File: config.mk
export PLATFORM = sky130hd
export DESIGN_NAME = dict_ctrl_flat
export DESIGN_NICKNAME = d
export VERILOG_FILES = /design/src/rtl/dict_pkg.sv /design/src/rtl/dict_ctrl_if.sv /design/src/rtl/rr_arb2.sv /design/src/rtl/dict_ctrl.sv /design/src/flat_wrapper.sv
export SDC_FILE = /design/constraint.sdc
export NUM_CORES = 1
export LEC_CHECK = 0
export ABC_AREA = 1
export BUFFER_PORTS_ARGS = -buffer_cell sky130_fd_sc_hd__buf_2
export CAP_MARGIN = 20
export CORE_ASPECT_RATIO = 1.75
export CORE_MARGIN = 1.5
export CORE_UTILIZATION = 34
export CTS_CLUSTER_DIAMETER = 100
export DETAILED_ROUTE_END_ITERATION = 6
export MAX_ROUTING_LAYER = met4
export PLACE_DENSITY = 0.79
export SYNTH_ARGS = -nofsm -noshare
export SYNTH_HDL_FRONTEND = slang
export SYNTH_HIERARCHICAL = 1
export SYNTH_SLANG_ARGS = --single-unit
File: constraint.sdc
create_clock -name clk -period 2.7 [get_ports clk]
set_input_delay 0.135 -clock clk [delete_from_list [all_inputs] [get_ports clk]]
set_output_delay 0.135 -clock clk [all_outputs]
set_load 0.01 [all_outputs]
File: src/rtl/dict_pkg.sv
// dict_pkg: controller state encoding, requester IDs and default widths
package dict_pkg;
  typedef enum logic [1:0] {IDLE, LOAD, READY} state_t;
  localparam int REQ_COMP = 0;
  localparam int REQ_DECOMP = 1;
  localparam int DEF_KEY_WIDTH = 4;
  localparam int DEF_VAL_WIDTH = 8;
endpackage

File: src/rtl/dict_ctrl_if.sv
// dict_ctrl_if: load stream, dictionary port and requester/response bus of dict_ctrl
interface dict_ctrl_if import dict_pkg::*; #(
  parameter int KEY_WIDTH = DEF_KEY_WIDTH,
  parameter int VAL_WIDTH = DEF_VAL_WIDTH
);
  logic load_start, load_valid, load_ready, load_done, load_err, dict_ready;
  logic [VAL_WIDTH-1:0] load_data;
  logic dict_we, dict_hit;
  logic [VAL_WIDTH-1:0] dict_wval, dict_val_lookup, dict_val_out;
  logic [KEY_WIDTH-1:0] dict_key_lookup, dict_key_out;
  logic [1:0] req_valid, req_is_val, req_ready;
  logic [2*VAL_WIDTH-1:0] req_data;
  logic rsp_valid, rsp_id, rsp_hit;
  logic [VAL_WIDTH-1:0] rsp_data;
  modport master (
    output load_start, load_valid, load_data, dict_val_out, dict_key_out, dict_hit,
           req_valid, req_is_val, req_data,
    input  load_ready, load_done, load_err, dict_ready, dict_we, dict_wval,
           dict_key_lookup, dict_val_lookup, req_ready, rsp_valid, rsp_id, rsp_hit, rsp_data
  );
  modport slave (
    input  load_start, load_valid, load_data, dict_val_out, dict_key_out, dict_hit,
           req_valid, req_is_val, req_data,
    output load_ready, load_done, load_err, dict_ready, dict_we, dict_wval,
           dict_key_lookup, dict_val_lookup, req_ready, rsp_valid, rsp_id, rsp_hit, rsp_data
  );
endinterface

File: src/rtl/rr_arb2.sv
// rr_arb2: two-requester round-robin arbiter; the last winner drops to lowest priority
module rr_arb2 (
  input  logic       clk,
  input  logic       reset,
  input  logic       en,
  input  logic [1:0] req,
  output logic [1:0] gnt
);
  logic ptr;
  always_comb gnt = !en ? 2'b00 : ptr ? (req[1] ? 2'b10 : {1'b0, req[0]}) : (req[0] ? 2'b01 : {req[1], 1'b0});
  always_ff @(posedge clk or posedge reset)
    if (reset) ptr <= 1'b0;
    else if (|gnt) ptr <= gnt[0];
endmodule

File: src/rtl/dict_ctrl.sv
// dict_ctrl: dictionary loader plus arbitrated key/value lookup front end.
// Optional DICT_CTRL_STATS_EN adds saturating hit/miss counters for value lookups.
module dict_ctrl import dict_pkg::*; #(
  parameter int KEY_WIDTH = DEF_KEY_WIDTH,
  parameter int VAL_WIDTH = DEF_VAL_WIDTH
) (
  input logic clk,
  input logic reset,
  dict_ctrl_if.slave bus
`ifdef DICT_CTRL_STATS_EN
  ,
  output logic [15:0] hit_cnt,
  output logic [15:0] miss_cnt
`endif
);
  state_t state, state_n;
  logic [KEY_WIDTH-1:0] cnt, cnt_n;
  logic done_n, err_n, any, sel, is_val;
  logic [1:0] gnt;
  logic [VAL_WIDTH-1:0] opnd;
  rr_arb2 u_arb (.clk(clk), .reset(reset), .en(state == READY), .req(bus.req_valid), .gnt(gnt));
  assign any = |gnt;
  assign sel = gnt[REQ_DECOMP];
  assign opnd = sel ? bus.req_data[2*VAL_WIDTH-1:VAL_WIDTH] : bus.req_data[VAL_WIDTH-1:0];
  assign is_val = bus.req_is_val[sel];
  always_comb begin
    state_n = state;
    cnt_n = cnt;
    done_n = 1'b0;
    err_n = 1'b0;
    case (state)
      IDLE: if (bus.load_start) begin
        state_n = LOAD;
        cnt_n = '0;
      end
      LOAD: if (bus.load_start) cnt_n = '0;
      else if (bus.load_valid) begin
        cnt_n = cnt + 1'b1;
        state_n = cnt == '1 ? READY : LOAD;
        done_n = cnt == '1;
      end else if (cnt != '0) begin
        // the external writer's index restarts when dict_we drops, so a gap is fatal
        state_n = IDLE;
        err_n = 1'b1;
      end
      READY: if (bus.load_start) begin
        state_n = LOAD;
        cnt_n = '0;
      end
      default: state_n = IDLE;
    endcase
  end
  always_comb begin
    bus.load_ready = state == LOAD && !bus.load_start;
    bus.dict_we = bus.load_ready && bus.load_valid;
    bus.dict_wval = bus.dict_we ? bus.load_data : '0;
    bus.dict_ready = state == READY;
    bus.req_ready = gnt;
    bus.dict_key_lookup = any && !is_val ? opnd[KEY_WIDTH-1:0] : '0;
    bus.dict_val_lookup = any && is_val ? opnd : '0;
  end
  always_ff @(posedge clk or posedge reset)
    if (reset) begin
      state <= IDLE;
      cnt <= '0;
      bus.load_done <= 1'b0;
      bus.load_err <= 1'b0;
      bus.rsp_valid <= 1'b0;
      bus.rsp_id <= 1'b0;
      bus.rsp_hit <= 1'b0;
      bus.rsp_data <= '0;
    end else begin
      state <= state_n;
      cnt <= cnt_n;
      bus.load_done <= done_n;
      bus.load_err <= err_n;
      bus.rsp_valid <= any;
      bus.rsp_id <= any && sel;
      bus.rsp_hit <= any && (!is_val || bus.dict_hit);
      bus.rsp_data <= !any ? '0 : is_val ? VAL_WIDTH'(bus.dict_key_out) : bus.dict_val_out;
    end
`ifdef DICT_CTRL_STATS_EN
  always_ff @(posedge clk or posedge reset)
    if (reset) begin
      hit_cnt <= '0;
      miss_cnt <= '0;
    end else if (bus.load_start) begin
      hit_cnt <= '0;
      miss_cnt <= '0;
    end else if (any && is_val) begin
      if (bus.dict_hit && hit_cnt != 16'hFFFF) hit_cnt <= hit_cnt + 16'd1;
      if (!bus.dict_hit && miss_cnt != 16'hFFFF) miss_cnt <= miss_cnt + 16'd1;
    end
`endif
endmodule

File: src/flat_wrapper.sv
// flat-port wrapper written by rule: the top's interface ports become plain ports
module dict_ctrl_flat import dict_pkg::*;
#(
  parameter int KEY_WIDTH = DEF_KEY_WIDTH,
  parameter int VAL_WIDTH = DEF_VAL_WIDTH
)
  (clk, reset, bus_load_start, bus_load_valid, bus_load_data, bus_dict_val_out, bus_dict_key_out, bus_dict_hit, bus_req_valid, bus_req_is_val, bus_req_data, bus_load_ready, bus_load_done, bus_load_err, bus_dict_ready, bus_dict_we, bus_dict_wval, bus_dict_key_lookup, bus_dict_val_lookup, bus_req_ready, bus_rsp_valid, bus_rsp_id, bus_rsp_hit, bus_rsp_data);
  dict_ctrl_if #(.KEY_WIDTH(KEY_WIDTH), .VAL_WIDTH(VAL_WIDTH)) bus_i ();
  input logic clk;
  input logic reset;
  input wire logic [$bits(bus_i.load_start)-1:0] bus_load_start;
  input wire logic [$bits(bus_i.load_valid)-1:0] bus_load_valid;
  input wire logic [$bits(bus_i.load_data)-1:0] bus_load_data;
  input wire logic [$bits(bus_i.dict_val_out)-1:0] bus_dict_val_out;
  input wire logic [$bits(bus_i.dict_key_out)-1:0] bus_dict_key_out;
  input wire logic [$bits(bus_i.dict_hit)-1:0] bus_dict_hit;
  input wire logic [$bits(bus_i.req_valid)-1:0] bus_req_valid;
  input wire logic [$bits(bus_i.req_is_val)-1:0] bus_req_is_val;
  input wire logic [$bits(bus_i.req_data)-1:0] bus_req_data;
  output wire logic [$bits(bus_i.load_ready)-1:0] bus_load_ready;
  output wire logic [$bits(bus_i.load_done)-1:0] bus_load_done;
  output wire logic [$bits(bus_i.load_err)-1:0] bus_load_err;
  output wire logic [$bits(bus_i.dict_ready)-1:0] bus_dict_ready;
  output wire logic [$bits(bus_i.dict_we)-1:0] bus_dict_we;
  output wire logic [$bits(bus_i.dict_wval)-1:0] bus_dict_wval;
  output wire logic [$bits(bus_i.dict_key_lookup)-1:0] bus_dict_key_lookup;
  output wire logic [$bits(bus_i.dict_val_lookup)-1:0] bus_dict_val_lookup;
  output wire logic [$bits(bus_i.req_ready)-1:0] bus_req_ready;
  output wire logic [$bits(bus_i.rsp_valid)-1:0] bus_rsp_valid;
  output wire logic [$bits(bus_i.rsp_id)-1:0] bus_rsp_id;
  output wire logic [$bits(bus_i.rsp_hit)-1:0] bus_rsp_hit;
  output wire logic [$bits(bus_i.rsp_data)-1:0] bus_rsp_data;
  assign bus_i.load_start = bus_load_start;
  assign bus_i.load_valid = bus_load_valid;
  assign bus_i.load_data = bus_load_data;
  assign bus_i.dict_val_out = bus_dict_val_out;
  assign bus_i.dict_key_out = bus_dict_key_out;
  assign bus_i.dict_hit = bus_dict_hit;
  assign bus_i.req_valid = bus_req_valid;
  assign bus_i.req_is_val = bus_req_is_val;
  assign bus_i.req_data = bus_req_data;
  assign bus_load_ready = bus_i.load_ready;
  assign bus_load_done = bus_i.load_done;
  assign bus_load_err = bus_i.load_err;
  assign bus_dict_ready = bus_i.dict_ready;
  assign bus_dict_we = bus_i.dict_we;
  assign bus_dict_wval = bus_i.dict_wval;
  assign bus_dict_key_lookup = bus_i.dict_key_lookup;
  assign bus_dict_val_lookup = bus_i.dict_val_lookup;
  assign bus_req_ready = bus_i.req_ready;
  assign bus_rsp_valid = bus_i.rsp_valid;
  assign bus_rsp_id = bus_i.rsp_id;
  assign bus_rsp_hit = bus_i.rsp_hit;
  assign bus_rsp_data = bus_i.rsp_data;
  dict_ctrl #(.KEY_WIDTH(KEY_WIDTH), .VAL_WIDTH(VAL_WIDTH)) u_core (.clk(clk), .reset(reset), .bus(bus_i));
endmodule
# [Yosys cells after proc, flatten, opt, wreduce, memory -nomap -nowiden]
# Cells that the tools add are included.
[totals] regBits=20 in_bits=45 output_inout_bits=38 word_cells=63
[classes] add_sub_neg=1 n_lt_le_gt_ge=1 eq_ne=7 n_mux=29 reduce_logical=16
[op_table] op="8-bit two-way mux" count=5
[op_table] op="2-bit two-way mux" count=9
[op_table] op="4-bit two-way mux" count=4
[op_table] op="1-bit two-way mux" count=9
[op_table] op="4-bit case mux with 2 select lines" count=1
[op_table] op="1-bit logical AND" count=6
[op_table] op="3-bit AND reduction" count=2
[op_table] op="4-bit by 1-bit adder with 4-bit output, second input constant" count=1
[op_table] op="4-bit == test, second input constant" count=1
[op_table] op="2-bit case mux with 2 select lines" count=1
[op_table] op="4-bit nonzero test" count=1
[op_table] op="2-bit OR reduction" count=2
[op_table] op="3-bit by 2-bit inequality test with 1-bit output, second input constant" count=1
[op_table] op="3-bit inequality test, second input constant" count=1
[op_table] op="2-bit by 1-bit == test with 1-bit output, second input constant" count=1
[op_table] op="2-bit == test, second input constant" count=1
[op_table] op="1-bit zero test" count=2
[op_table] op="2-bit zero test" count=1
[op_table] op="1-bit by 2-bit < comparator with 1-bit output, second input constant" count=1
[op_table] op="2-bit by 1-bit inequality test with 1-bit output, second input constant" count=1
[op_table] op="2-bit inequality test, second input constant" count=1
[op_table] op="2-bit nonzero test" count=1
[op_table] op="1-bit logical OR" count=1

# [Longest topological paths before layout]
# Gate-level depths: netlist of run 1.
[depth] word_depth=8 mapped_depth=10 ltp_nobuf=10

# [Modules after synthesis]
# Netlist of run 1, hierarchy kept.
[by_module_without_submodules] mod="dict_ctrl" instances=1 cells_each=144 area_per_inst_um2=1119.8 seq_area_each_um2=475.5
[by_module_without_submodules] mod="rr_arb2" instances=1 cells_each=12 area_per_inst_um2=67.6 seq_area_each_um2=25.0

# [Worst setup path before layout of run 1]
# OpenSTA, ideal clock, no wires.
[synth_path] path_kind="register to output" from="register u_core.state[0]" to="output port bus_dict_key_lookup[0]" arrival_ps=1888 required_ps=2565 path_slack_ps=677 stages_incl_launch_ff=10 path_buffers=0 cell_sequence="dfrtp_1 -> nor2_1 -> nand2_1 -> a21oi_1 -> inv_1 -> nand2_2 -> nand2_4 -> nor2_8 -> inv_4 -> nor2_1"
[synth_via] elab_chain_cells=7
[synth_lines] element="start, declared" line="dict_ctrl.sv:16" text="state_t state, state_n;"
[synth_lines] element="start signal, assigned" line="dict_ctrl.sv:73" text="state <= state_n;"
[synth_lines] element="2-bit == test *"
[synth_lines] element="via bus_dict_ready" line="flat_wrapper.sv:23" text="output wire logic [$bits(bus_i.dict_ready)-1:0] bus_dict_ready;"
[synth_lines] element="2-bit two-way mux *" line="rr_arb2.sv:10" text="always_comb gnt = !en ? 2'b00 : ptr ? (req[1] ? 2'b10 : {1'b0, req[0]}) : (req[0] ? 2'b01 : {req[1], 1'b0});"
[synth_lines] element="via bus_req_ready[1]" line="flat_wrapper.sv:28" text="output wire logic [$bits(bus_i.req_ready)-1:0] bus_req_ready;"
[synth_lines] element="1-bit two-way mux (not written as such) (2 in a row)" line="dict_ctrl.sv:25" text="assign is_val = bus.req_is_val[sel];"
[synth_lines] element="1-bit zero test" line="dict_ctrl.sv:59" text="bus.dict_key_lookup = any && !is_val ? opnd[KEY_WIDTH-1:0] : '0;"
[synth_lines] element="1-bit logical AND" line="dict_ctrl.sv:59"
[synth_lines] element="4-bit two-way mux *" line="dict_ctrl.sv:59"
[synth_lines] element="end, declared" line="flat_wrapper.sv:26" text="output wire logic [$bits(bus_i.dict_key_lookup)-1:0] bus_dict_key_lookup;"
# The timed path passes the listed nets; every way through them passes the cells marked *. The select of a mux whose other input is x is not followed.

# [Worst setup path after layout of run 1]
[layout_path] from="register u_core.state[0]" to="output port bus_dict_val_lookup[3]"
[layout_via] elab_chain_cells=6
[layout_lines] element="2-bit == test *" line="dict_ctrl.sv:21" text="rr_arb2 u_arb (.clk(clk), .reset(reset), .en(state == READY), .req(bus.req_valid), .gnt(gnt));"
[layout_lines] element="2-bit two-way mux *" line="rr_arb2.sv:10"
[layout_lines] element="1-bit two-way mux (not written as such) (2 in a row)" line="dict_ctrl.sv:25"
[layout_lines] element="1-bit logical AND" line="dict_ctrl.sv:60" text="bus.dict_val_lookup = any && is_val ? opnd : '0;"
[layout_lines] element="8-bit two-way mux *" line="dict_ctrl.sv:60"
[layout_lines] element="end, declared" line="flat_wrapper.sv:27" text="output wire logic [$bits(bus_i.dict_val_lookup)-1:0] bus_dict_val_lookup;"
# Mark *: on every way between the ends. The rest lies on a longest branch, timed or not. The select of a mux whose other input is x is not followed.

==> results of run 1 <==
-- through the flow --
| stage | power [mW] | cells | util (%) | hold WS, ps |
|---|---|---|---|---|
| after detailed placement | 0.502 | 281 | 48.6 | -20.8 |
| after floorplan | 0.437 | 156 | - | -136 |
| after global placement | 0.499 | 281 | 48.6 | -19.0 |
| after CTS | 0.729 | 286 | 50.6 | 66.7 |
| final | 0.721 | 286 | 50.6 | 72.2 |
| after global routing | 0.762 | 286 | 50.6 | 69.3 |
-- layout make-up --
| cell class | instances | share of cell area (%) |
|---|---|---|
| sequential | 20 | 29.4 |
| multi-input combinational | 103 | 32.1 |
| tap | 45 | 3.31 |
| inverter | 30 | 6.77 |
| timing repair buffer | 84 | 25.2 |
| clock buffer | 4 | 3.24 |
-- metal layers --
| metal | vias up | wire (um) |
|---|---|---|
| met3 | 10 | 207 |
| met2 | 64 | 1600 |
| met5 | - | 0 |
| li1 | 637 | - |
| met1 | 551 | 1010 |
| met4 | 0 | 97 |
-- cells by family after synthesis --
group | after synthesis
buf+inv | 33
fa+ha+maj | 2
simple gates | 85
flops | 20
mux | 4
compound gates | 12
-- worst min-delay path, delay by kind of cell --
family / cells / cell delay, ps
buffers and inverters: 1 / 70
AND/OR/NAND/NOR: 2 / 90
-- placed cells by master, fill, tap and decap left out, types with 3 or more instances in the layout --
cell | synthesis | routed
sky130_fd_sc_hd__clkbuf_8 | 0 | 4
sky130_fd_sc_hd__dfrtp_1 | 20 | 20
sky130_fd_sc_hd__nor2_2 | 8 | 8
sky130_fd_sc_hd__nand2_1 | 38 | 38
sky130_fd_sc_hd__o21ai_0 | 3 | 3
sky130_fd_sc_hd__nor2_1 | 18 | 18
sky130_fd_sc_hd__mux2i_1 | 4 | 4
sky130_fd_sc_hd__buf_2 | 0 | 82
sky130_fd_sc_hd__nand3_1 | 9 | 9
sky130_fd_sc_hd__nand2_2 | 4 | 4
sky130_fd_sc_hd__inv_1 | 28 | 28
sky130_fd_sc_hd__a21oi_1 | 6 | 6
-- worst paths after layout --
path	from	end	slack, ps
min in group asynchronous	reset	u_core/u_arb/ptr	270
max reg2reg	u_core/state[0]	u_core/bus.rsp_hit	850
min	bus_dict_val_out[2]	u_core/bus.rsp_data[2]	70
min reg2reg	u_core/u_arb/ptr	u_core/u_arb/ptr	520
max in group asynchronous	reset	u_core/cnt[3]	1700
max	u_core/state[0]	bus_dict_val_lookup[3]	390
-- what timing repair did --
action / 4_1_cts / 5_1_grt
setup endpoints to repair: 0 / 0
hold buffers: 1 / 0
hold endpoints to repair: 1 / 0
-- report_power, final --
part | switching [mW] | leakage (nW) | internal, mW
clock network | 0.0939 | 0.0288 | 0.130
registers | 0.0197 | 0.274 | 0.315
logic | 0.0918 | 0.787 | 0.0712
==> results summary, run 1 <==
The largest driver fanout on the critical path is 9. The netlist area before placement came out at 1190 um2. For this run, the slowest stage of the critical path takes 450 ps.

Among cell families on the critical path, the largest total delay comes from simple AND/OR/NAND/NOR gates. The post-synthesis share of cell area spent on xor and xnor gates is 0%. The complex-gate fraction of the synthesized area is 5.69%.

The TritonCTS sink count is 20. The worst setup path is captured at a primary output. The flow ran to the end, and the final reports show no timing, DRC or antenna violations.

By area, the combinational part of the netlist is dominated by simple AND/OR/NAND/NOR gates. The share of synthesized cell area in and, or, nand and nor gates came out at 34.8%. The final routed wire length divided by cell count came out at 10.2 um. The aggregate global routing overflow came out at 0.

The cell count along the critical path came out at 9. The die is 47.7 um wide. The worst relative slew slack is 53.1%. For met3 alone, demand over resource in global routing was 2.22%. The critical path goes through nor2_1 -> nand2_1 -> a21oi_1 -> buf_4 -> nand2_2 -> nand2_4 -> nand2_4 -> nor2_1 -> buf_2.

Summing all multi-input logic gate instances after layout gives 546 um2. The synthesized instance count is 156. The starting density of the core came out at 35.3%. The longest clock path from root to sink contains 2 buffers. The weighted congestion at the end of routability-driven global placement came out at 0.921. The maximum operating frequency is 433 MHz.

Wires add up to 2920 um. The final number of max-transition violations is 0. Among all cell types in the netlist, the one instantiated most often is sky130_fd_sc_hd__nand2_1. The average footprint of a synthesized cell came out at 7.61 um2. In the synthesized netlist the dominant register cell turns out to be sky130_fd_sc_hd__dfrtp_1. The reported max-cap violation count is 0. The number of global-route vias before repair is 1220. The pre-antenna-repair detailed-routing pass consisted of 4 iterations.

The CTS H-tree depth is 1. The area of placed instances is 1640 um2. TritonCTS built the clock tree. The root buffer cell chosen for the clock tree is sky130_fd_sc_hd__clkbuf_8. Counting both buffers and inverters, the worst setup path holds a total of 2. The post-CTS resize count is 0. The height of the chip is 81.2 um. The worst-case vdd ir drop is 0.244 mV. The number of nets produced by synthesis is 203. After detailed routing, the number of remaining DRC violations is 0. The number of diodes came out at 0. The number of placed I/O pins is 83. The number of storage elements in the synthesis netlist came out at 20. Summing all flip-flop and latch instances after layout gives 500 um2. The final hold violation count came out at 0. The first-pass GRT wire length came out at 4510 um. Setup repair after global routing left no endpoint under its margin.

The share of the clock period used by the worst path after layout came out at 85.5%. Buffers added to address setup during post-CTS repair amount to 0. The total negative slack for setup checks came out at 0 ps.

The min-delay analysis places its worst path in the category in -> reg. The worst setup path is of the reg -> out kind. The TritonCTS buffer count is 3. The number of placement rows came out at 28. For this run, global-route usage on met1 was measured as 14.6%. After synthesis, the share of flip-flops with an asynchronous set or reset is 100%. The post-DP HPWL came out at 2480 um. Of the synthesized area, sequential elements account for 42.1%. The arithmetic-cell share of the synthesized area counting full adders, half adders and majority gates is 2.11%. For the pin with the worst max-slew slack, the measured transition is 703 ps. The number of stages on the worst hold path is 3. More flip-flops sit in one register than any other, and that register is u_core/bus.rsp_data. The number of antenna violations at the first check in global routing came out at 0. The power per unit of standard cell area is 424 nW/um2.

After the last flow step, the layout net total stands at 289. The area enclosed by the die boundary is 3870 um2. The critical path required time is 2570 ps. The post-route netlist has 44.8% of its cells at a drive strength greater than 1. Clock-pin slew was measured on the worst setup and hold paths at 70 ps. The total of buffers placed on input and output ports is 82.

The number of setup violations in the final report is 0. The post-synthesis cell type count came out at 23. The met2 track demand over resource came out at 30.1%. In the synthesized netlist, the cells that appear most often are 38 x sky130_fd_sc_hd__nand2_1, 28 x sky130_fd_sc_hd__inv_1, 20 x sky130_fd_sc_hd__dfrtp_1. The via count came out at 1262.

Yosys mapped a number of flops with a built-in enable equal to 0. The total number of yosys warnings is 6. The core region is 3360 um2. The detailed router's first-iteration violation count came out at 19. The largest net degree at the start of global routing is 20. The maximum clock skew at final layout came out at 0.737 ps. The area growth from synthesis to layout is 43.2%.

The depth of the worst register-to-register path is 9. The worst-case setup slack after placement is 666 ps. In the final layout, the registers with the most flip-flops are u_core/bus.rsp_data x8, u_core/cnt x4, u_core/state x2. In the post-synthesis netlist, the biggest area contributors are sky130_fd_sc_hd__dfrtp_1 42%, sky130_fd_sc_hd__nand2_1 12%, sky130_fd_sc_hd__inv_1 8.9%. The synthesized design devotes to its leading area cell type 42.1% of total area. The final worst slack is 390 ps.

The number of vias per cell is 4.41. Global routing used 16.4% of the available tracks across all layers. The slowest stage of the critical path is the sky130_fd_sc_hd__dfrtp_1 cell. The leading area contributor after synthesis is sky130_fd_sc_hd__dfrtp_1. The global routing stage identified its most utilized layer as met2. The mux share of post-synthesis cell area came out at 3.37%. The antenna violation net count after detailed routing is 0. The final instance area is 1700 um2. The worst endpoint data arrival time is 2170 ps. The startpoint type of the worst setup path is a flip-flop. For the worst-skew pair, the clock arrives at the later sink with an insertion delay of 250 ps. The number of filler instances in the final layout is 360. For the finished layout, the period the worst path requires is 2310 ps. For this design the static power due to leakage is 1.09 nW. The flip-flop count of the largest register, all copies and words added is 8.
No activity file was read; power rests on OpenSTA's default activity.
==> run 2: changes to the inputs <==
--- a/config.mk
+++ b/config.mk
@@ -17,5 +17,4 @@
 export PLACE_DENSITY = 0.79
 export SYNTH_ARGS = -nofsm -noshare
 export SYNTH_HDL_FRONTEND = slang
-export SYNTH_HIERARCHICAL = 1
 export SYNTH_SLANG_ARGS = --single-unit
==> results summary, run 2 <==
The critical path starts at u_core.state[0]. The portion of synthesized cell area occupied by the leading cell type came to 41.9% (-0.22 points). The post-layout net count is 296 (+2.4%).

The worst-case register-to-register setup slack came out at 1220 ps (+370 ps). The share of synthesized flip-flops with an asynchronous set or reset is 100% (unchanged). Counting instances in the post-synthesis netlist gives the leading cell types as 36 x sky130_fd_sc_hd__nand2_1, 33 x sky130_fd_sc_hd__nor2_1, 31 x sky130_fd_sc_hd__inv_1.

The largest net degree at the start of global routing is 21 (+5.0%). The worst hold slack came to -18.5 ps (-90.7 ps). The fraction of the yosys area taken by sequential cells is 41.9% (-0.22 points). The weighted congestion at the end of routability-driven global placement is 0.879 (-4.5%). The capturing instance or port of the critical path is bus_dict_val_lookup[7]. The critical path required time is 2570 ps (about the same). The largest buffer count on any clock path is 2 (unchanged). The final non-filler cell total was 293 (+2.4%). The transition time of the tightest slew-check pin is 708 ps (+5.75 ps).

The final routed wire length divided by cell count is 9.49 um (-6.9%). The number of global-route vias before repair came out at 1074 (-12%). The number of nets produced by synthesis came to 212 (+4.4%). The worst hold path class is in -> async. The TritonCTS sink count is 20 (unchanged). The met3 demand-to-capacity share in global routing is 2.44% (+0.22 points). The cell count along the critical path came out at 6 (-3). The core area came out at 3360 um2 (unchanged). The first-pass GRT wire length came to 4250 um (-5.7%). The detailed router's first-iteration violation count is 19 (unchanged). The switching share of power is 23.8% (-4.7 points). The most frequent cell after synthesis is sky130_fd_sc_hd__nand2_1.

The total negative slack for setup checks was 0 ps (unchanged). The total number of yosys warnings is 0 (-6). The area growth from synthesis to layout came out at 42.6%. The power per unit of standard cell area is 434 nW/um2 (+2.3%). Setup repair after global routing left no endpoint under its margin. The synthesized instance count was 165 (+5.8%). The most common library cell in the layout ignoring fill and taps is sky130_fd_sc_hd__buf_2. The share of the clock period used by the worst path after layout was 70.6% (-15 points).

The TritonCTS buffer count came out at 3 (unchanged). Walking the worst path, the cells encountered are nor2_4 -> nand3_4 -> nand2_4 -> nand2_2 -> nor2_1 -> buf_2. The starting density of the core was 35.5% (+0.19 points). The maximum operating frequency is 524 MHz (+21%). The number of diodes was 0 (unchanged). The final hold violation count is 20 (+20). The final worst slack came out at 793 ps (+402 ps).

The number of storage elements in the synthesis netlist is 20 (unchanged). The logic gate share of total power is 16.9% (-5.7 points). The met2 track demand over resource is 27.5% (-2.7 points). The TritonCTS clock tree is done. Among cell families on the critical path, the largest total delay comes from simple AND/OR/NAND/NOR gates.

The busiest metal layer after global routing is met2. The netlist area before placement is 1190 um2 (+0.53%). The area of placed instances was 1630 um2 (-0.31%). The number of hold buffers added after CTS came out at 0 (-1). The number of placement rows came out at 28 (unchanged). More flip-flops sit in one register than any other, and that register is u_core.bus.rsp_data. The share of final-layout standard cells stronger than drive strength 1 came out at 40.7% (-4.1 points). The number of flops mapped to enable cells by yosys was 0 (unchanged). The final cell utilization of the core is 50.6% (about the same). In this run the clock root is driven by a sky130_fd_sc_hd__clkbuf_8. The sequential cell fraction of total power came to 43.5% (-2.9 points). The final number of max-transition violations came out at 0 (unchanged). The reported net switching power came out at 176 uW (-14%). The CTS H-tree depth is 1 (unchanged).

The maximum clock skew at final layout is 3.99 ps (+3.25 ps). The number of instances in the placed design is 289 (+2.8%). The leading area contributor after synthesis is sky130_fd_sc_hd__dfrtp_1. The post-synthesis cell type count was 21 (-8.7%). The worst-case vdd ir drop is 0.284 mV (+16%). The area enclosed by the die boundary is 3890 um2 (+0.50%). The worst relative slew slack came to 52.7% (-0.38 points). The width of the chip is 47.8 um (+0.25%).

The endpoint type of the worst setup path is a primary output. The clock latency at the later pin of the worst-skew pair is 260 ps (about the same). The depth of the worst register-to-register path is 6 (-3). The total internal power came out at 562 uW (+9.0%). The largest driver fanout on the critical path came out at 17 (+8). The global routing met1 resource utilization came out at 15.7% (+1.1 points).

The run finished, with violations left. The post-layout minimum cycle time is 1910 ps (-402 ps). The aggregate global routing overflow was 0 (unchanged). The proportion of power drawn by the clock network came to 39.6% (+8.6 points).

The launch instance of the worst register-to-register path is u_core.state[0]. The average footprint of a synthesized cell is 7.23 um2 (-5.0%). The total leakage power is 1.14 nW (+4.6%).

The via count is 1294 (+2.5%). The total of buffers placed on input and output ports came out at 82 (unchanged). Yosys attributes the largest share of cell area to sky130_fd_sc_hd__dfrtp_1 42%, sky130_fd_sc_hd__nand2_1 11%, sky130_fd_sc_hd__nor2_1 10%. The final reports fail on hold timing. The number of filler instances in the final layout came out at 342 (-5.0%). For this design, the slowest cell found on the critical path is sky130_fd_sc_hd__dfrtp_1. The overall global routing resource usage came out at 15.2% (-1.2 points). The number of placed I/O pins came out at 83 (unchanged). The worst-case setup slack after placement is 1060 ps (+393 ps). The antenna violation net count after detailed routing came to 0 (unchanged).

The post-CTS setup-driven buffer insertion count came to 0 (unchanged). The number of vias per cell came out at 4.42 (about the same). The maximum cell stage delay along the critical path is 460 ps (about the same).

The count of buffer and inverter cells on the critical path is 1 (-1). The post-CTS resize count is 0 (unchanged). The worst register-to-register path ends at u_core.bus.rsp_hit. For this run, the leading register cell type out of synthesis is sky130_fd_sc_hd__dfrtp_1. The reported max-cap violation count is 0 (unchanged). The worst endpoint data arrival time came out at 1770 ps (-400 ps). The setup path with the least slack is of type reg -> out. The final instance area came to 1700 um2 (about the same). The number of DRC violations after detailed routing came out at 0 (unchanged). The largest registers in the layout are u_core.bus.rsp_data x8, u_core.cnt x4, u_core.state x2. Leaving out fill and tap cells, the most frequent cells in the layout are 82 x sky130_fd_sc_hd__buf_2, 36 x sky130_fd_sc_hd__nand2_1, 33 x sky130_fd_sc_hd__nor2_1, 31 x sky130_fd_sc_hd__inv_1, 20 x sky130_fd_sc_hd__dfrtp_1. The height of the chip came to 81.4 um (+0.25%). The post-DP HPWL came out at 2360 um (-5.0%).

The total wirelength of the detailed-routed design came out at 2780 um (-4.6%). The startpoint type of the worst setup path is a flip-flop. The first-pass detailed-route iteration total is 4 (unchanged). The post-CTS clock slew at the launch and capture registers of the worst setup and hold paths is 70 ps (about the same).

The flip-flop count of the largest register, all copies and words added is 8 (unchanged). The number of setup violations in the final report came out at 0 (unchanged). The number of antenna violations at the first check in global routing came out at 0 (unchanged).
[run 2: cell types whose count changed in the layout (fill, tap and decap cells not counted), moves of 2 or more]
cell                      delta
sky130_fd_sc_hd__nor2_2      -8
sky130_fd_sc_hd__nand4_1     +2
sky130_fd_sc_hd__inv_1       +3
sky130_fd_sc_hd__o21ai_0     +3
sky130_fd_sc_hd__nand2_1     -2
sky130_fd_sc_hd__nor2_1     +15
sky130_fd_sc_hd__a21oi_1     -3
sky130_fd_sc_hd__nor3_1      -2
sky130_fd_sc_hd__o21ai_2     +3
sky130_fd_sc_hd__nand3_1     +2
sky130_fd_sc_hd__mux2i_1     -4
[run 2: worst min-delay path by stage]
| stage | start | to | slack, ps | depth (start not counted) |
|---|---|---|---|---|
| after global routing | reset | u_core.bus.rsp_data[7] | 80 | 2 |
| after global placement | reset | u_core.bus.rsp_data[7] | 300 | 2 |
| after detailed placement | reset | u_core.bus.rsp_data[7] | 290 | 2 |
| after CTS | reset | u_core.bus.rsp_data[7] | 10 | 2 |
| after floorplan | reset | u_core.bus.load_done | 100 | 1 |
| final | reset | u_core.bus.rsp_data[7] | -20 | 2 |
[run 2: cells by family (layout without fill, tap and decap cells)]
| kind of cell | Yosys count | after routing | share of synthesized area (%) |
|---|---|---|---|
| AND/OR/NAND/NOR | 93 | 93 | 35.7 |
| adder cells (fa/ha/maj) | 2 | 2 | 2.10 |
| AO/OA/AOI/OAI | 14 | 14 | 7.34 |
| buffers and inverters | 36 | 119 | 12.9 |
| flip-flops | 20 | 20 | 41.9 |
[run 2: stage by stage]
step / total power, mW / hold WS, ps
after detailed placement: 0.453 / 291
after CTS: 0.745 / 12.2
final: 0.738 / -18.5
after global routing: 0.773 / 77.7
after floorplan: 0.395 / 98.8
after global placement: 0.449 / 301
[run 2: layout make-up]
type | instances | area (um2) | area share (%)
multi-input combinational | 109 | 539 | 31.7
sequential | 20 | 500 | 29.4
timing repair buffer | 82 | 410 | 24.1
inverter | 33 | 124 | 7.28
tap | 45 | 56.3 | 3.31
clock buffer | 3 | 41.3 | 2.43
clock inverter | 1 | 30.0 | 1.76
[run 2: power groups by stage]
| stage | clock network [mW] | registers (mW) | logic [mW] |
|---|---|---|---|
| after CTS | 0.296 | 0.321 | 0.127 |
| after floorplan | 0 | 0.325 | 0.0693 |
| after global routing | 0.304 | 0.323 | 0.147 |
| final | 0.292 | 0.321 | 0.125 |
| after global placement | 0 | 0.326 | 0.123 |
| after detailed placement | 0 | 0.327 | 0.126 |
[run 2: routing by layer]
| layer | share of wire [%] | wire [um] |
|---|---|---|
| met5 | 0 | 0 |
| met4 | 1.4 | 38 |
| met3 | 9.0 | 249 |
| met2 | 52 | 1440 |
| met1 | 38 | 1050 |
==> run 3: changes to the inputs <==
--- a/config.mk
+++ b/config.mk
@@ -14,7 +14,7 @@
 export CTS_CLUSTER_DIAMETER = 100
 export DETAILED_ROUTE_END_ITERATION = 6
 export MAX_ROUTING_LAYER = met4
-export PLACE_DENSITY = 0.79
+export PLACE_DENSITY = 0.82
 export SYNTH_ARGS = -nofsm -noshare
 export SYNTH_HDL_FRONTEND = slang
 export SYNTH_SLANG_ARGS = --single-unit
==> constraint.sdc (replaced) <==
create_clock -name clk -period 1.6 [get_ports clk]
set_input_delay 0.08 -clock clk [delete_from_list [all_inputs] [get_ports clk]]
set_output_delay 0.08 -clock clk [all_outputs]
set_load 0.01 [all_outputs]
==> results summary, run 3 (same netlist as run 2, synthesis figures left out) <==
The maximum clock skew at final layout was 2.24 ps (-1.75 ps). The total negative slack for setup checks came out at -102 ps (-102 ps). In this run the critical register-to-register path is captured at u_core.bus.rsp_data[0]. The area of placed instances came out at 1650 um2 (+1.4%). The first-pass detailed-route iteration total is 4 (unchanged).

The number of antenna violations at the first check in global routing came out at 0 (unchanged). The detailed router's first-iteration violation count is 35 (+16). The clock latency at the later pin of the worst-skew pair came to 250 ps (about the same). Leaving out fill and tap cells, the most frequent cells in the layout are 82 x sky130_fd_sc_hd__buf_2, 31 x sky130_fd_sc_hd__inv_1, 31 x sky130_fd_sc_hd__nor2_1, 29 x sky130_fd_sc_hd__nand2_1, 20 x sky130_fd_sc_hd__dfrtp_1. The worst-case setup slack after placement came to 157 ps (-903 ps). The worst relative slew slack came out at 83.9% (+31 points). The reported max-cap violation count was 0 (unchanged). The number of placement rows came out at 28 (unchanged).

The worst-case register-to-register setup slack came out at 260 ps (-960 ps). The power consumption was 1.17 mW (+58%). Counting flops per register, the top entry is u_core.bus.rsp_data.

The TritonCTS sink count is 20 (unchanged). The final cell utilization of the core is 55.8% (+5.2 points). The worst endpoint data arrival time is 1540 ps (-230 ps).

The final routed wire length divided by cell count is 10.4 um (+9.1%). The number of DRC violations after detailed routing is 0 (unchanged). The starting density of the core is 35.5% (unchanged). STA classifies the critical path startpoint as a flip-flop. The worst setup path is captured at a primary output. The largest net degree at the start of global routing was 21 (unchanged).

The post-CTS clock slew at the launch and capture registers of the worst setup and hold paths is 70 ps (about the same). The via count came out at 1363 (+5.3%). The post-layout net count was 309 (+4.4%). The total of buffers placed on input and output ports is 82 (unchanged). The final reports fail on setup timing. The number of stages on the worst hold path is 3. Setup repair after global routing could not meet its margin everywhere. The core area is 3360 um2 (unchanged). The combined flip-flop and latch cell area is 500 um2 (unchanged). The share of final-layout standard cells stronger than drive strength 1 is 46.7% (+6.0 points). The post-layout minimum cycle time is 1620 ps. The cell sitting at the root of the clock tree is a sky130_fd_sc_hd__clkbuf_8. The area enclosed by the die boundary came to 3890 um2 (unchanged). The maximum operating frequency came out at 618 MHz. The largest driver fanout on the critical path is 7 (-10).

The number of setup violations in the final report is 8 (+8). The post-DP HPWL came to 2440 um (+3.4%). The area growth from synthesis to layout is 57.2%. The number of global-route vias before repair is 1272 (+18%).

The number of filler instances in the final layout came out at 318 (-7.0%). The worst hold path class is in -> reg. The critical path required time is 1520 ps (-1050 ps). The final worst slack is -19.3 ps (-812 ps). The worst-case vdd ir drop was 0.381 mV (+34%). The total wirelength of the detailed-routed design is 3170 um (+14%). The share of the clock period used by the worst path after layout came out at 101%. The TritonCTS buffer count came out at 3 (unchanged). The number of placed I/O pins came to 83 (unchanged). The final number of max-transition violations is 0 (unchanged).

The height of the chip was 81.4 um (unchanged). The library cell used most frequently in the layout, excluding fill and tap cells, is sky130_fd_sc_hd__buf_2. The number of instances in the placed design is 292 (+1.0%).

The final non-filler cell total came out at 306 (+4.4%). The worst hold slack is 30.9 ps (+49.4 ps). The number of vias per cell was 4.45 (+0.86%).

The area of the multi-input gates came out at 606 um2 (+12%). TritonCTS built the clock tree. The end point of the worst hold path is u_core.bus.rsp_hit.

The antenna violation net count after detailed routing was 0 (unchanged). The first-pass GRT wire length came out at 4930 um (+16%). The critical path is of the reg -> out type. The weighted congestion at the end of routability-driven global placement is 0.922 (+4.9%). The worst register-to-register path begins at u_core.state[0].

The CTS H-tree depth came out at 1 (unchanged). The overall global routing resource usage came out at 17.5% (+2.3 points). The largest buffer count on any clock path is 2 (unchanged). The width of the chip came out at 47.8 um (unchanged).

The number of diodes is 0 (unchanged). The transition time of the tightest slew-check pin came out at 238 ps (-470 ps). The total leakage power is 1.23 nW (+8.2%). The depth of the worst register-to-register path is 7 (+1). In the final layout, the registers with the most flip-flops are u_core.bus.rsp_data x8, u_core.cnt x4, u_core.state x2. The worst hold path startpoint is bus_dict_hit. The aggregate global routing overflow is 0 (unchanged). The final instance area is 1880 um2 (+10%). The flip-flop count of the largest register, all copies and words added came out at 8 (unchanged). The final hold violation count came out at 0 (-100%). The power per unit of standard cell area came to 621 nW/um2 (+43%). The run finished, with violations left.
run 3: cell count changes in the layout (fill, tap and decap cells not counted), sizes merged:
cell,delta
dlygate4sd3,+1
clkbuf,+2
bufinv,-1
buf,+11
run 3: cell type report:
type	instances	area share [%]
flip-flops and latches	20	26.7
repair buffers	95	28.5
inverters	33	6.60
clock buffers	4	2.93
multi-input cells	109	32.3
well taps	45	3.00
run 3: power by group:
part / switching (mW) / internal [mW] / total, mW / leakage, nW
logic: 0.139 / 0.113 / 0.252 / 0.936
registers: 0.0156 / 0.523 / 0.538 / 0.269
clock network: 0.158 / 0.219 / 0.376 / 0.0288
total: 0.312 / 0.854 / 1.17 / 1.23
run 3: worst max-delay path by stage:
stage | from | to | slack (ps) | cells past startpoint
floorplan | u_core.state[0] | bus_dict_key_lookup[2] | 290 | 6
global placement | u_core.state[0] | bus_dict_wval[3] | 220 | 6
detailed placement | u_core.state[1] | bus_dict_key_lookup[3] | 160 | 8
CTS | u_core.state[1] | bus_dict_key_lookup[3] | -50 | 8
global route | u_core.state[0] | bus_dict_val_lookup[2] | -120 | 6
finish | u_core.state[0] | bus_dict_val_lookup[3] | -20 | 6
run 3: timing repair:
item	4_1_cts	5_1_grt
cloned	0	1
resized for setup	8	10
endpoints found under the setup margin	21	20
hold buffers	1	0
setup buffers	7	1
endpoints found under the hold margin	20	0
pin swaps	3	5
run 3: worst max-delay path: stages, from the launching register on:
cell,delay [ps]
sky130_fd_sc_hd__dfrtp_1,410
sky130_fd_sc_hd__nor2_4,170
sky130_fd_sc_hd__nand3_4,180
sky130_fd_sc_hd__clkbuf_16,210
sky130_fd_sc_hd__o21ai_2,120
sky130_fd_sc_hd__nor2_1,60
sky130_fd_sc_hd__buf_2,130
run 3: routing by layer:
| layer | share of wire [%] | wire length, um | global-route usage [%] | vias to the layer above |
|---|---|---|---|---|
| met4 | 3.7 | 117 | 9.46 | 0 |
| li1 | - | - | - | 688 |
| met3 | 9.0 | 284 | 2.00 | 12 |
| met1 | 36 | 1130 | 17.3 | 583 |
| met2 | 52 | 1630 | 30.9 | 80 |
| met5 | 0 | 0 | - | - |
